**config.mk**
```make
export PLATFORM = sky130hd
export DESIGN_NAME = tinyqv_peri_bus_master
export DESIGN_NICKNAME = d
export VERILOG_FILES = /design/src/rtl/tinyqv_peri_pkg.sv /design/src/rtl/tinyqv_load_extend.sv /design/src/rtl/tinyqv_peri_bus_master.sv
export SDC_FILE = /design/constraint.sdc
export NUM_CORES = 1
export LEC_CHECK = 0
export ABC_AREA = 1
export CAP_MARGIN = 20
export CORE_UTILIZATION = 30
export DETAILED_ROUTE_END_ITERATION = 12
export SLEW_MARGIN = 20
export SYNTH_ARGS = -nofsm -noshare
export SYNTH_HDL_FRONTEND = slang
export SYNTH_HIERARCHICAL = 1
export SYNTH_SLANG_ARGS = --single-unit
```
**constraint.sdc**
```tcl
create_clock -name clk -period 1.6 [get_ports clk]
set_input_delay 0.16 -clock clk [delete_from_list [all_inputs] [get_ports clk]]
set_output_delay 0.16 -clock clk [all_outputs]
set_load 0.01 [all_outputs]
```
**src/rtl/tinyqv_peri_pkg.sv**
```systemverilog
// Shared definitions for the TinyQV peripheral bus initiator and its load-extension helper.
package tinyqv_peri_pkg;

  localparam logic [1:0] SIZE_BYTE = 2'b00;
  localparam logic [1:0] SIZE_HALF = 2'b01;
  localparam logic [1:0] SIZE_WORD = 2'b10;
  localparam logic [1:0] IDLE_N    = 2'b11;

  localparam int PERI_WINDOW_BITS = 11;

  typedef enum logic [1:0] {
    ST_IDLE = 2'd0,
    ST_WR   = 2'd1,
    ST_RD   = 2'd2,
    ST_RESP = 2'd3
  } bus_state_e;

endpackage

```
**src/rtl/tinyqv_load_extend.sv**
```systemverilog
// Extracts the low byte/halfword of a load and zero- or sign-extends it to 32 bits.
module tinyqv_load_extend
  import tinyqv_peri_pkg::*;
(
  input  logic [31:0] data,
  input  logic [1:0]  size,
  input  logic        is_signed,
  output logic [31:0] result
);

  logic byte_sign;
  logic half_sign;

  assign byte_sign = is_signed & data[7];
  assign half_sign = is_signed & data[15];

  always_comb begin
    result = data;
    case (size)
      SIZE_BYTE: result = {{24{byte_sign}}, data[7:0]};
      SIZE_HALF: result = {{16{half_sign}}, data[15:0]};
      default:   result = data;
    endcase
  end

endmodule

```
**src/rtl/tinyqv_peri_bus_master.sv**
```systemverilog
// Single-outstanding initiator for the TinyQV peripheral bus with request checking,
// load extension and a watchdog that aborts accesses the peripheral never acknowledges.
module tinyqv_peri_bus_master
  import tinyqv_peri_pkg::*;
#(
  parameter int          TIMEOUT_CYCLES = 64,
  parameter logic [27:0] PERI_BASE      = 28'h800_0000
) (
  input  logic        clk,
  input  logic        rst_n,
  input  logic        req_valid,
  output logic        req_ready,
  input  logic [27:0] req_addr,
  input  logic        req_write,
  input  logic [1:0]  req_size,
  input  logic        req_signed,
  input  logic [31:0] req_wdata,
  output logic        rsp_valid,
  output logic [31:0] rsp_rdata,
  output logic        rsp_err,
  output logic [10:0] peri_addr,
  output logic [31:0] peri_wdata,
  output logic [1:0]  peri_write_n,
  output logic [1:0]  peri_read_n,
  input  logic [31:0] peri_rdata,
  input  logic        peri_data_ready,
  output logic        peri_read_complete
);

  localparam int CNT_W = $clog2(TIMEOUT_CYCLES);
  localparam logic [CNT_W-1:0] CNT_LAST = CNT_W'(TIMEOUT_CYCLES - 1);

  bus_state_e       state_reg, state_next;
  logic [CNT_W-1:0] cnt_reg, cnt_next;
  logic [1:0]       size_reg, size_next;
  logic             signed_reg, signed_next;

  logic [10:0] peri_addr_next;
  logic [31:0] peri_wdata_next;
  logic [1:0]  peri_write_n_next;
  logic [1:0]  peri_read_n_next;
  logic        peri_read_complete_next;
  logic        rsp_valid_next;
  logic        rsp_err_next;
  logic [31:0] rsp_rdata_next;

  logic        req_bad;
  logic [31:0] ext_data;

  tinyqv_load_extend u_extend (
    .data      (peri_rdata),
    .size      (size_reg),
    .is_signed (signed_reg),
    .result    (ext_data)
  );

  // Rejected requests never reach the peripheral bus.
  assign req_bad = (req_size == IDLE_N)
                || (req_size == SIZE_HALF && req_addr[0])
                || (req_size == SIZE_WORD && req_addr[1:0] != 2'b00)
                || (req_addr[27:PERI_WINDOW_BITS] != PERI_BASE[27:PERI_WINDOW_BITS]);

  assign req_ready = (state_reg == ST_IDLE);

  always_ff @(posedge clk) begin
    if (!rst_n) begin
      state_reg          <= ST_IDLE;
      cnt_reg            <= '0;
      size_reg           <= SIZE_BYTE;
      signed_reg         <= 1'b0;
      peri_addr          <= '0;
      peri_wdata         <= '0;
      peri_write_n       <= IDLE_N;
      peri_read_n        <= IDLE_N;
      peri_read_complete <= 1'b0;
      rsp_valid          <= 1'b0;
      rsp_err            <= 1'b0;
      rsp_rdata          <= '0;
    end else begin
      state_reg          <= state_next;
      cnt_reg            <= cnt_next;
      size_reg           <= size_next;
      signed_reg         <= signed_next;
      peri_addr          <= peri_addr_next;
      peri_wdata         <= peri_wdata_next;
      peri_write_n       <= peri_write_n_next;
      peri_read_n        <= peri_read_n_next;
      peri_read_complete <= peri_read_complete_next;
      rsp_valid          <= rsp_valid_next;
      rsp_err            <= rsp_err_next;
      rsp_rdata          <= rsp_rdata_next;
    end
  end

  always_comb begin
    state_next              = state_reg;
    cnt_next                = cnt_reg;
    size_next               = size_reg;
    signed_next             = signed_reg;
    peri_addr_next          = peri_addr;
    peri_wdata_next         = peri_wdata;
    peri_write_n_next       = peri_write_n;
    peri_read_n_next        = peri_read_n;
    peri_read_complete_next = 1'b0;
    rsp_valid_next          = 1'b0;
    rsp_err_next            = 1'b0;
    rsp_rdata_next          = '0;

    case (state_reg)
      ST_IDLE: begin
        if (req_valid) begin
          if (req_bad) begin
            state_next     = ST_RESP;
            rsp_valid_next = 1'b1;
            rsp_err_next   = 1'b1;
          end else begin
            peri_addr_next  = req_addr[PERI_WINDOW_BITS-1:0];
            peri_wdata_next = req_wdata;
            size_next       = req_size;
            signed_next     = req_signed;
            cnt_next        = '0;
            if (req_write) begin
              peri_write_n_next = req_size;
              state_next        = ST_WR;
            end else begin
              peri_read_n_next = req_size;
              state_next       = ST_RD;
            end
          end
        end
      end

      ST_WR: begin
        // Ready is checked before the expiry so a late ack still completes normally.
        if (peri_data_ready || cnt_reg == CNT_LAST) begin
          peri_write_n_next = IDLE_N;
          rsp_valid_next    = 1'b1;
          rsp_err_next      = !peri_data_ready;
          state_next        = ST_IDLE;
        end else begin
          cnt_next = cnt_reg + 1'b1;
        end
      end

      ST_RD: begin
        // Read-complete is pulsed on abort too, releasing the wrapper's held read.
        if (peri_data_ready || cnt_reg == CNT_LAST) begin
          peri_read_n_next        = IDLE_N;
          peri_read_complete_next = 1'b1;
          rsp_valid_next          = 1'b1;
          rsp_err_next            = !peri_data_ready;
          rsp_rdata_next          = peri_data_ready ? ext_data : 32'h0;
          state_next              = ST_IDLE;
        end else begin
          cnt_next = cnt_reg + 1'b1;
        end
      end

      ST_RESP: begin
        state_next = ST_IDLE;
      end

      default: begin
        state_next = ST_IDLE;
      end
    endcase
  end

endmodule

```
==> impl_metrics.yaml <==
status:
  result_of_the_run: "complete, no violations"
global_routing:
  grt_start_max_net_pins: 45
  initial_antenna_violation_count: 0
  grt-ovfl-total: 0
  grt_pass1_wl_mm: 18.9
  grt_use_total: 0.170
  grt_pass1_vias: 3937
clock_network:
  cts.htree.levels: 3
  tritoncts: "yes"
  clock-root-buffer: "sky130_fd_sc_hd__clkbuf_16"
  cts_num_sinks: 93
  cts_hold_buf: 0
  clockBufferDepth: 2
  worstSkewPairLatency_ns: 0.34
  clk_pin_slew_worst_paths_ns: 0.06
  cts_bufs_inserted: 9
power:
  max-vdd-ir-drop_mv: 0.475
  p_per_area_nw_per_um2: 889
  total_power_mw: 5.80
  p_leak_nw: 2.71
drt:
  route.vias.total: 4063
  antenna_violating_nets_post_route: 0
  drt-total-wl_mm: 11.7
  dr_pass1_iterations: 4
  number_of_design_rule_violations_left_after_detail_routing: 0
  wl_per_cell_um: 12.8
  first_iter_violations: 178
  routed_via_density: 4.46
layout:
  final_core_utilization: 0.508
  nets: 840
  area_growth_syn_to_layout_pct: 63.0
  post_layout_nonfiller_instances: 911
  antenna-diode-count: 0
  layout-drive-gt1-share: 0.118
  largest_registers: "peri_wdata x32, rsp_rdata x32, peri_addr x11"
yosys:
  syn-instance-count: 543
  synthesis.nets: 648
  synth_warnings: 6
  synth.yosys.seq_area_share: 0.466
  post-synth-top-area-fraction: 0.466
  synth_edf_count: 0
  syn_std_cell_area_um2: 4000
  synth.distinct_cells: 34
  yosys_most_used_dff: "sky130_fd_sc_hd__dfxtp_1"
  synthMostInstantiatedCell: "sky130_fd_sc_hd__nor2_1"
  yosys_register_bits: 93
  ys_top_cells_by_count: "sky130_fd_sc_hd__nor2_1 (147), sky130_fd_sc_hd__dfxtp_1 (93), sky130_fd_sc_hd__nand2_1 (74)"
  area_contributors_post_synth: "sky130_fd_sc_hd__dfxtp_1 (47%), sky130_fd_sc_hd__nor2_1 (14%), sky130_fd_sc_hd__nand2_1 (6.9%)"
  post_synth.cell_area_avg_um2: 7.36
  synth_top_area_cell: "sky130_fd_sc_hd__dfxtp_1"
  synth_async_sr_flop_share: 0
sta:
  maxSlewHeadroom: 0.699
  post-route-min-period_ns: 1.49
  final.period_utilization: 0.929
  worst_clock_skew_ns: 0.00458
  drv_slew: 0
  worst_margin_slew_ns: 0.451
  fmax_mhz: 673
  final_hold_viol_count: 0
  setup_viol: 0
setup_path:
  slowest_delay_ns: 0.45
  critical_path_start_end_classification: "input port to flip-flop"
  start_kind: "input port"
  worstPathCellList: "clkdlybuf4s50_1 > nor2_1 > nand2_1 > nor3_1 > buf_4 > nand2_1 > nor2_2 > nand2_2 > buf_12 > o21ai_0 > nor2_1"
  cp_max_fo: 44
  worst_r2r_startpoint: "state_reg[1]"
  regToRegSetupSlack_ns: 0.13
  cp-end-kind: "flip-flop"
  cp.required_ns: 1.84
  slowest_stage: "sky130_fd_sc_hd__clkdlybuf4s50_1"
  crit_path_from: "req_addr[24]"
  critical_path_arrival_ns: 1.72
hold_path:
  hold_start: "peri_rdata[2]"
  hold_class: "input port to flip-flop"
place:
  gp_congestion: 0.892
  dpl.hpwl_mm: 8.49
  numPlacedInstances: 892
  placement.io_buffers: 182
floorplanning:
  io-pin-count: 183
  initial_utilization: 0.312
  chip_width_um: 117
  rows: 41
  placeableCoreArea_um2: 12800
  die-area_um2: 13800
  die-height_um: 117
job:
  drv.max_cap_violation_count: 0
## report_power, final
part,internal (mW),leakage [nW],switching [mW]
clock network,1.29,0.149,0.863
logic,0.639,1.81,0.575
registers,2.39,0.751,0.0434
## what timing repair did
action	4_1_cts	5_1_grt
buffers inserted	0	2
gates cloned	0	2
endpoints found under the setup margin	7	44
pin swaps	1	4
gates resized for setup	7	23
## logic make-up (layout without fill, tap and decap cells)
group                      after synthesis  after routing  synth area share
and+or+nand+nor                        277            277             0.307
DFF                                     93             93             0.466
AOI/OAI and AO/OA                       74             74            0.0973
adders and majority gates                5              5            0.0156
xor gates and xnor gates                 1              1           0.00219
buffers and inverters                   93            289             0.112
## critical path: cells and delay by family
family,cells,cell delay (ns)
AOI/OAI and AO/OA,1,0.18
and+or+nand+nor,7,0.61
buffers and inverters,3,0.75
## metrics by stage
| step | setup WS, ns | area [µm²] | hold WS (ns) | TNS (ns) |
|---|---|---|---|---|
| after floorplan | 0.0260 | 4000 | 0.281 | 0 |
| after CTS | 0.0416 | 6410 | 0.321 | 0 |
| after detailed placement | -0.265 | 6080 | 0.468 | -12.66 |
| after global placement | -0.205 | 6080 | 0.446 | -9.65 |
| final | 0.114 | 6520 | 0.342 | 0 |
| after global routing | -0.000883 | 6520 | 0.339 | -0.00185 |
## path summary, 6_finish.rpt
kind	end	depth (start not counted)
min reg2reg	peri_write_n[0]	2
max reg2reg	peri_addr[5]	8
min	rsp_rdata[2]	3
max	peri_wdata[27]	11
## layout make-up
cell class | count | area, µm²
clock buffer | 12 | 256
clock inverter | 3 | 43.8
fill | 1204 | 6310
inverter | 60 | 228
multi-input combinational | 357 | 1770
sequential | 93 | 1860
tap | 172 | 215
timing repair buffer | 214 | 2150
## metal layers
layer  vias up  global-route usage  part of all wire
li1       2074                   -                 -
met4         0              0.0553             0.016
met3        13              0.0683             0.079
met5         -                   0                 0
met2       148               0.295              0.49
met1      1828               0.190              0.42
## layout by cell type (no fill, tap or decap), drive strengths merged
cell and instances:
o21bai 2, nand2 77, o21a 1, nand4 9, ha 5, a21oi 10
clkdlybuf4s50 181, nor3 4, clkbuf 14, nand3 33, xor2 1, and3 1
clkinv 1, a41oi 1, bufinv 1, nor2 151, inv 61, o21ai 60
buf 30, dfxtp 93, dlygate4sd2 1, or2 2
Power figures use the tool's default switching activity.
